`src/rtl/usb_utmi_pkg.sv`:
```
// usb_utmi_pkg
//   Shared UTMI-side types for the FS UTM: recovered line state encoding,
//   the bus-level sequencer state, and FS 48 MHz timing constants that the
//   bus controller parameters default to.
package usb_utmi_pkg;

  typedef enum logic [1:0] {
    LS_SE0 = 2'd0,
    LS_DJ  = 2'd1,
    LS_DK  = 2'd2,
    LS_SE1 = 2'd3
  } utmi_line_state_t;

  typedef enum logic [2:0] {
    ST_DETACHED  = 3'd0,
    ST_ATTACHED  = 3'd1,
    ST_BUS_RESET = 3'd2,
    ST_ACTIVE    = 3'd3,
    ST_SUSPEND   = 3'd4,
    ST_RESUME    = 3'd5,
    ST_WAKEUP    = 3'd6
  } usb_bus_state_t;

  // FS timing at 48 MHz
  localparam int unsigned FS_CONNECT_DLY_CYC = 4800;    // 100 us
  localparam int unsigned FS_SE0_RST_CYC     = 120;     // 2.5 us
  localparam int unsigned FS_IDLE_SUSP_CYC   = 144000;  // 3 ms
  localparam int unsigned FS_WAKEUP_IDLE_CYC = 240000;  // 5 ms
  localparam int unsigned FS_WAKEUP_DRV_CYC  = 96000;   // 2 ms
  localparam int unsigned FS_CNT_W           = 18;

endpackage

```
`src/rtl/usb_bus_ctrl.sv`:
```
// usb_bus_ctrl
//   Bus-level sequencer for the FS UTM. Owns the D+ pull-up (attach/detach),
//   detects host bus reset, suspend and host resume from the recovered line
//   state, and sequences device remote wakeup by asking the transmitter to
//   drive K.
// Ports:
//   clk               48 MHz clock
//   rst               async reset, active low
//   connect_en        soft-connect request
//   line_state        utmi_line_state_t from usb_utm
//   remote_wakeup_req single-cycle remote wakeup request
//   pu                D+ pull-up enable
//   drive_k           transmitter K drive request
//   bus_reset         level, high while bus reset is seen
//   suspend           level, high while suspended (incl. resume/wakeup)
//   resume_pulse      one-cycle strobe on leaving suspend via resume
//   bus_state         current usb_bus_state_t
module usb_bus_ctrl
  import usb_utmi_pkg::*;
#(
  parameter int unsigned CONNECT_DLY_CYC = FS_CONNECT_DLY_CYC,
  parameter int unsigned SE0_RST_CYC     = FS_SE0_RST_CYC,
  parameter int unsigned IDLE_SUSP_CYC   = FS_IDLE_SUSP_CYC,
  parameter int unsigned WAKEUP_IDLE_CYC = FS_WAKEUP_IDLE_CYC,
  parameter int unsigned WAKEUP_DRV_CYC  = FS_WAKEUP_DRV_CYC,
  parameter int unsigned CNT_W           = FS_CNT_W
) (
  input  logic       clk,
  input  logic       rst,
  input  logic       connect_en,
  input  logic [1:0] line_state,
  input  logic       remote_wakeup_req,
  output logic       pu,
  output logic       drive_k,
  output logic       bus_reset,
  output logic       suspend,
  output logic       resume_pulse,
  output logic [2:0] bus_state
);

  // Thresholds are "last cycle" values: cnt holds run length - 1 while the
  // run is in progress, so reaching N-1 means N qualifying cycles seen.
  localparam logic [CNT_W-1:0] CONN_LAST = CNT_W'(CONNECT_DLY_CYC - 1);
  localparam logic [CNT_W-1:0] SE0_LAST  = CNT_W'(SE0_RST_CYC - 1);
  localparam logic [CNT_W-1:0] IDLE_LAST = CNT_W'(IDLE_SUSP_CYC - 1);
  localparam logic [CNT_W-1:0] WAKE_MIN  = CNT_W'(WAKEUP_IDLE_CYC);
  localparam logic [CNT_W-1:0] DRV_LAST  = CNT_W'(WAKEUP_DRV_CYC - 1);

  usb_bus_state_t   state, nxt;
  utmi_line_state_t ls_q, ls_in;
  logic [CNT_W-1:0] cnt, nxt_cnt, cnt_inc;
  logic             ls_chg, se0_edge;
  logic             is_se0, is_j, is_k;

  assign ls_in    = utmi_line_state_t'(line_state);
  // ls_q and cnt update on the same edge, so a change clears cnt in step
  // with the new run starting in ls_q.
  assign ls_chg   = (ls_in != ls_q);
  assign se0_edge = ls_chg && (ls_in == LS_SE0 || ls_q == LS_SE0);
  assign cnt_inc  = (cnt == '1) ? cnt : cnt + 1'b1;
  assign is_se0   = (ls_q == LS_SE0);
  assign is_j     = (ls_q == LS_DJ);
  assign is_k     = (ls_q == LS_DK);

  always_comb begin
    nxt     = state;
    nxt_cnt = cnt_inc;
    unique case (state)
      ST_DETACHED: begin
        nxt_cnt = connect_en ? cnt_inc : '0;
        if (connect_en && cnt == CONN_LAST) nxt = ST_ATTACHED;
      end
      ST_ATTACHED: begin
        // only a bus reset matters before the host has enumerated us
        nxt_cnt = ls_chg ? '0 : cnt_inc;
        if (is_se0 && cnt >= SE0_LAST) nxt = ST_BUS_RESET;
      end
      ST_BUS_RESET: begin
        if (!is_se0) nxt = ST_ACTIVE;
      end
      ST_ACTIVE: begin
        nxt_cnt = ls_chg ? '0 : cnt_inc;
        if (is_se0 && cnt >= SE0_LAST)     nxt = ST_BUS_RESET;
        else if (is_j && cnt >= IDLE_LAST) nxt = ST_SUSPEND;
      end
      ST_SUSPEND: begin
        // cnt is time suspended, but restarts around SE0 so the same counter
        // can qualify a bus reset; an SE0 glitch only delays wakeup eligibility
        nxt_cnt = se0_edge ? '0 : cnt_inc;
        if (is_se0 && cnt >= SE0_LAST)                  nxt = ST_BUS_RESET;
        else if (is_k)                                  nxt = ST_RESUME;
        else if (remote_wakeup_req && cnt >= WAKE_MIN)  nxt = ST_WAKEUP;
      end
      ST_RESUME: begin
        // EOP after host K ends resume
        if (is_se0) nxt = ST_ACTIVE;
      end
      ST_WAKEUP: begin
        if (cnt >= DRV_LAST) nxt = ST_RESUME;
      end
      default: nxt = ST_DETACHED;
    endcase
    if (!connect_en) nxt = ST_DETACHED;
    if (nxt != state) nxt_cnt = '0;
  end

  always_ff @(posedge clk or negedge rst) begin
    if (!rst) begin
      state        <= ST_DETACHED;
      cnt          <= '0;
      ls_q         <= LS_DJ;
      pu           <= 1'b0;
      drive_k      <= 1'b0;
      bus_reset    <= 1'b0;
      suspend      <= 1'b0;
      resume_pulse <= 1'b0;
    end else begin
      state        <= nxt;
      cnt          <= nxt_cnt;
      ls_q         <= ls_in;
      pu           <= (nxt != ST_DETACHED);
      drive_k      <= (nxt == ST_WAKEUP);
      bus_reset    <= (nxt == ST_BUS_RESET);
      suspend      <= (nxt == ST_SUSPEND) || (nxt == ST_RESUME) || (nxt == ST_WAKEUP);
      resume_pulse <= (state == ST_RESUME) && (nxt == ST_ACTIVE);
    end
  end

  assign bus_state = state;

endmodule

```
`config.mk`:
```
export PLATFORM = sky130hd
export DESIGN_NAME = usb_bus_ctrl
export DESIGN_NICKNAME = d
export VERILOG_FILES = /design/src/rtl/usb_utmi_pkg.sv /design/src/rtl/usb_bus_ctrl.sv
export SDC_FILE = /design/constraint.sdc
export NUM_CORES = 1
export LEC_CHECK = 0
export BUFFER_PORTS_ARGS = -buffer_cell sky130_fd_sc_hd__clkbuf_2
export CAP_MARGIN = 40
export CORE_MARGIN = 2
export CORE_UTILIZATION = 28
export CTS_CLUSTER_DIAMETER = 80
export CTS_CLUSTER_SIZE = 14
export DETAILED_ROUTE_END_ITERATION = 8
export SETUP_SLACK_MARGIN = 0.3
export SLEW_MARGIN = 10
export SYNTH_ARGS = -nofsm -noshare
export SYNTH_HDL_FRONTEND = slang
export SYNTH_SLANG_ARGS = --single-unit
```
`constraint.sdc`:
```
create_clock -name clk -period 2.55 [get_ports clk]
set_input_delay 0.1275 -clock clk [delete_from_list [all_inputs] [get_ports clk]]
set_output_delay 0.1275 -clock clk [all_outputs]
set_load 0.02 [all_outputs]
```
==> results.md <==
- Max IR drop VDD: approximately 0.18 mV
- Cell Area, Placed: between 0.002 and 0.0025 mm²
- FMAX: 457 MHz
- Clk sinks: 28
- Met3 GRT Util: 0.0277
- Initial antenna violation count: 0
- Sequential area share after synthesis: 0.344
- NetSw: 0.186 mW
- Post-Syn Area per Cell: 9.53 µm²
- Transition time at the pin with the least slew margin: 737 ps
- Wire length of the first global-routing pass: between 8 and 9 mm
- Remaining DRCs: 0
- Antenna-violating nets left: 0
- Worst min-delay path class: in2reg
- Fraction of layout instances using a drive strength above 1: 0.365
- M1 GR Usage: 0.177
- Number of buffers created by CTS: 3
- Power density over the cells: about 310 mW/mm²
- Worst endpoint required time: 2740 ps
- Kind of start point of the critical path: register
- Rel. slew slack: 0.509
- Most used routing layer in global routing: met2
- Count of buffers from port buffering: 13
- Antenna cell count: 0
- H-Tree Depth: 1
- Cell variety after synth: 61
- Pin count of the biggest net entering global routing: 29
- Die Area: 0.00798 mm²
- Top flip-flop cell by instance count after synthesis: sky130_fd_sc_hd__dfrtp_1
- Clock tree root driver cell: sky130_fd_sc_hd__clkbuf_8
- Global-route usage over all layers: 0.132
- Synth Warn #: 0
- WL final: 5.00 mm
- Floorplan row count: 31
- Final cycle utilization of the critical path: 0.858
- Post-synthesis net count: around 220
- Switching power share of the total: 0.239
- Post-Synthesis Cell Area: 0.00204 mm²
- CTS tree: yes
- Post-synthesis register bit count: 28
- Flop pwr share: 0.585
- Insertion delay of the later-clocked pin in the worst-skew pair: 280 ps
- Fin area: 0.00252 mm²
- Data arrival time at the worst-slack endpoint: around 2400 ps
- 1st-pass router iterations: 4
- Category of the most critical setup path: reg2reg
- Max-slew violation count: 0
- Width of the chip: between 80 and 90 µm
- Nature of the critical path endpoint: register
- Net count reported at finish: between 200 and 300
- Leakage power of the design: 1.01 nW
- Vias in the first global route: 1,695
- Initial DRC count: 157
- Gate count of the mapped netlist: 214
- Floorplan Core Area: 0.00714 mm²
- End-of-flow core utilization: 0.353
- Die extent in y: just under 90 µm
- Internal power: 0.593 mW
- Final estimated routing congestion in global placement: 0.901
- Clock period minus worst slack: 2190 ps
- Synth async-reset ratio: 1.00
- GRT met2 Usage: 0.203
- Smallest setup slack after layout: 363 ps
- Setup repair after global routing missed its margin: true
- Share of power burned in combinational logic: 0.089
- Global route total overflow: 0
- Accumulated negative setup slack: 0 ps
- Boundary pin count: 14
- Sequence of cells on the critical path: ha_2 > and3_4 > a31oi_4 > o31ai_4 > a2111oi_4 > o2111ai_4 > buf_6 > nor4_2
- Vias: 1,787
- Post-detailed-placement half-perimeter wirelength: 3.53 mm
- Maximum count of clock buffers along a single path: 2
- Wire per inst: roughly 15 µm
- Largest driver fanout on the critical path: 6
- Result of the run: finished clean
- Effective utilization at floorplan: 0.286
- Final hold violation count: 0
- Number of max-cap violations: 0
- Worst clock skew: 8.93 ps
- Clock transition at the registers of the reported paths: about 100 ps
- Ratio of routed vias to standard cells: 5.21
- Syn-to-layout area delta: 23.6%
- Setup violation total in the final timing report: 0
- Dpl ws: between 200 and 250 ps
- Worst-path cell with the longest stage delay: sky130_fd_sc_hd__dfrtp_1
- Number of enable flip-flop cells after synthesis: 0
- Largest stage delay, worst path: 410 ps
- Fraction of power consumed by the clock network: 0.325
critical path: cells and delay by family, from the launching register on:
family                   cells  cell delay (ps)
buffers and inverters        1              170
AND/OR/NAND/NOR              2              430
flip-flops                   1              410
AO/OA/AOI/OAI                4              880
adder cells (fa/ha/maj)      1              200
synth_stat cells (all sizes together), types with 3 or more instances:
cell type / instances / share of area
buf: 13 / 0.047
xor2: 11 / 0.047
or3: 3 / 0.0092
xnor2: 4 / 0.017
and3: 4 / 0.012
inv: 7 / 0.013
nor3: 26 / 0.096
o211ai: 4 / 0.015
dfrtp: 27 / 0.33
nand4: 7 / 0.021
o22ai: 3 / 0.0092
clkbuf: 4 / 0.0080
a21oi: 7 / 0.017
nand3: 11 / 0.029
nand2: 9 / 0.017
o31ai: 4 / 0.026
a211oi: 3 / 0.013
nor4: 4 / 0.015
o21ai: 8 / 0.020
nor2: 17 / 0.031
logic make-up after synthesis:
kind of cell | count (synthesis) | share of synthesized area
xor+xnor | 15 | 0.0644
mux | 1 | 0.00491
fa+ha+maj | 2 | 0.0123
simple gates | 96 | 0.301
compound gates | 48 | 0.206
flops | 28 | 0.344
buf+inv | 24 | 0.0681
power by group through the flow:
stage	sequential (mW)	combinational (mW)	clock (mW)
floorplan	0.463	0.0300	0
CTS	0.456	0.0664	0.265
global placement	0.466	0.0512	0
detailed placement	0.466	0.0523	0
global route	0.457	0.0762	0.284
finish	0.456	0.0697	0.253
area by class of cell:
type	instances	area [µm²]
inverters	7	26.3
fillers	740	4620
flip-flops and latches	28	712
multi-input cells	162	1300
well taps	99	124
repair buffers	43	313
clock buffers	4	45.0
state kept, by name, summed over array words and instances, names as in the netlist:
| signal | flops |
|---|---|
| cnt | 18 |
| bus_state | 3 |
| ls_q | 2 |
| bus_reset | 1 |
| drive_k | 1 |
| pu | 1 |
| resume_pulse | 1 |
| suspend | 1 |
layer usage:
metal	vias up	wire length, µm
met5	-	0
met4	0	79
met3	8	208
met2	57	2410
met1	863	2300
li1	859	-
metrics by stage:
| step | total power [mW] | hold WS, ps | cells |
|---|---|---|---|
| 2_1_floorplan | 0.493 | -168 | 214 |
| 3_3_place_gp | 0.517 | 223 | 321 |
| 3_5_place_dp | 0.519 | 228 | 322 |
| 4_1_cts | 0.788 | 222 | 334 |
| 5_1_grt | 0.817 | 264 | 343 |
| 6_report | 0.779 | 236 | 343 |
layout by cell type (no fill, tap or decap), types with 2 or more instances in the layout:
cell type,count
sky130_fd_sc_hd__and3_1,3
sky130_fd_sc_hd__or3_1,3
sky130_fd_sc_hd__xnor2_1,4
sky130_fd_sc_hd__nand4b_1,2
sky130_fd_sc_hd__nor2_1,16
sky130_fd_sc_hd__and4_1,2
sky130_fd_sc_hd__xor2_1,11
sky130_fd_sc_hd__nor4_1,2
sky130_fd_sc_hd__a211oi_1,2
sky130_fd_sc_hd__a21oi_1,6
sky130_fd_sc_hd__o21ai_0,6
sky130_fd_sc_hd__nor3_4,2
sky130_fd_sc_hd__o31ai_4,2
sky130_fd_sc_hd__buf_4,24
sky130_fd_sc_hd__buf_6,2
sky130_fd_sc_hd__o211ai_1,4
sky130_fd_sc_hd__dfrtp_2,8
sky130_fd_sc_hd__nand2_1,9
sky130_fd_sc_hd__inv_1,7
sky130_fd_sc_hd__nor3_2,13
sky130_fd_sc_hd__dfrtp_1,19
sky130_fd_sc_hd__clkbuf_2,13
sky130_fd_sc_hd__dlygate4sd3_1,3
sky130_fd_sc_hd__nand4_1,7
sky130_fd_sc_hd__o22ai_1,2
sky130_fd_sc_hd__a211o_1,2
sky130_fd_sc_hd__nor3_1,11
sky130_fd_sc_hd__clkbuf_8,3
sky130_fd_sc_hd__nand3_1,10
sky130_fd_sc_hd__nand3b_1,2
timing repair:
action | CTS | global route
endpoints found under the setup margin | 15 | 18
hold buffers | 3 | 0
hold endpoints to repair | 29 | 0
buffers inserted | 5 | 9
resized for setup | 10 | 18
pin swaps | 3 | 5
final timing paths:
check / slack (ps) / from / to / depth (start not counted)
setup / recovery: 360 / cnt[1]$_DFF_PN0_ / cnt[14]$_DFF_PN0_ / 8
hold / removal: 240 / connect_en / resume_pulse$_DFF_PN0_ / 3
setup reg to reg: 360 / cnt[1]$_DFF_PN0_ / cnt[14]$_DFF_PN0_ / 8
hold reg to reg: 640 / cnt[6]$_DFF_PN0_ / cnt[6]$_DFF_PN0_ / 2
max in group asynchronous: 1600 / rst / cnt[9]$_DFF_PN0_ / 2
min in group asynchronous: 440 / rst / ls_q[1]$_DFF_PN0_ / 2
No activity file was read; power rests on OpenSTA's default activity.
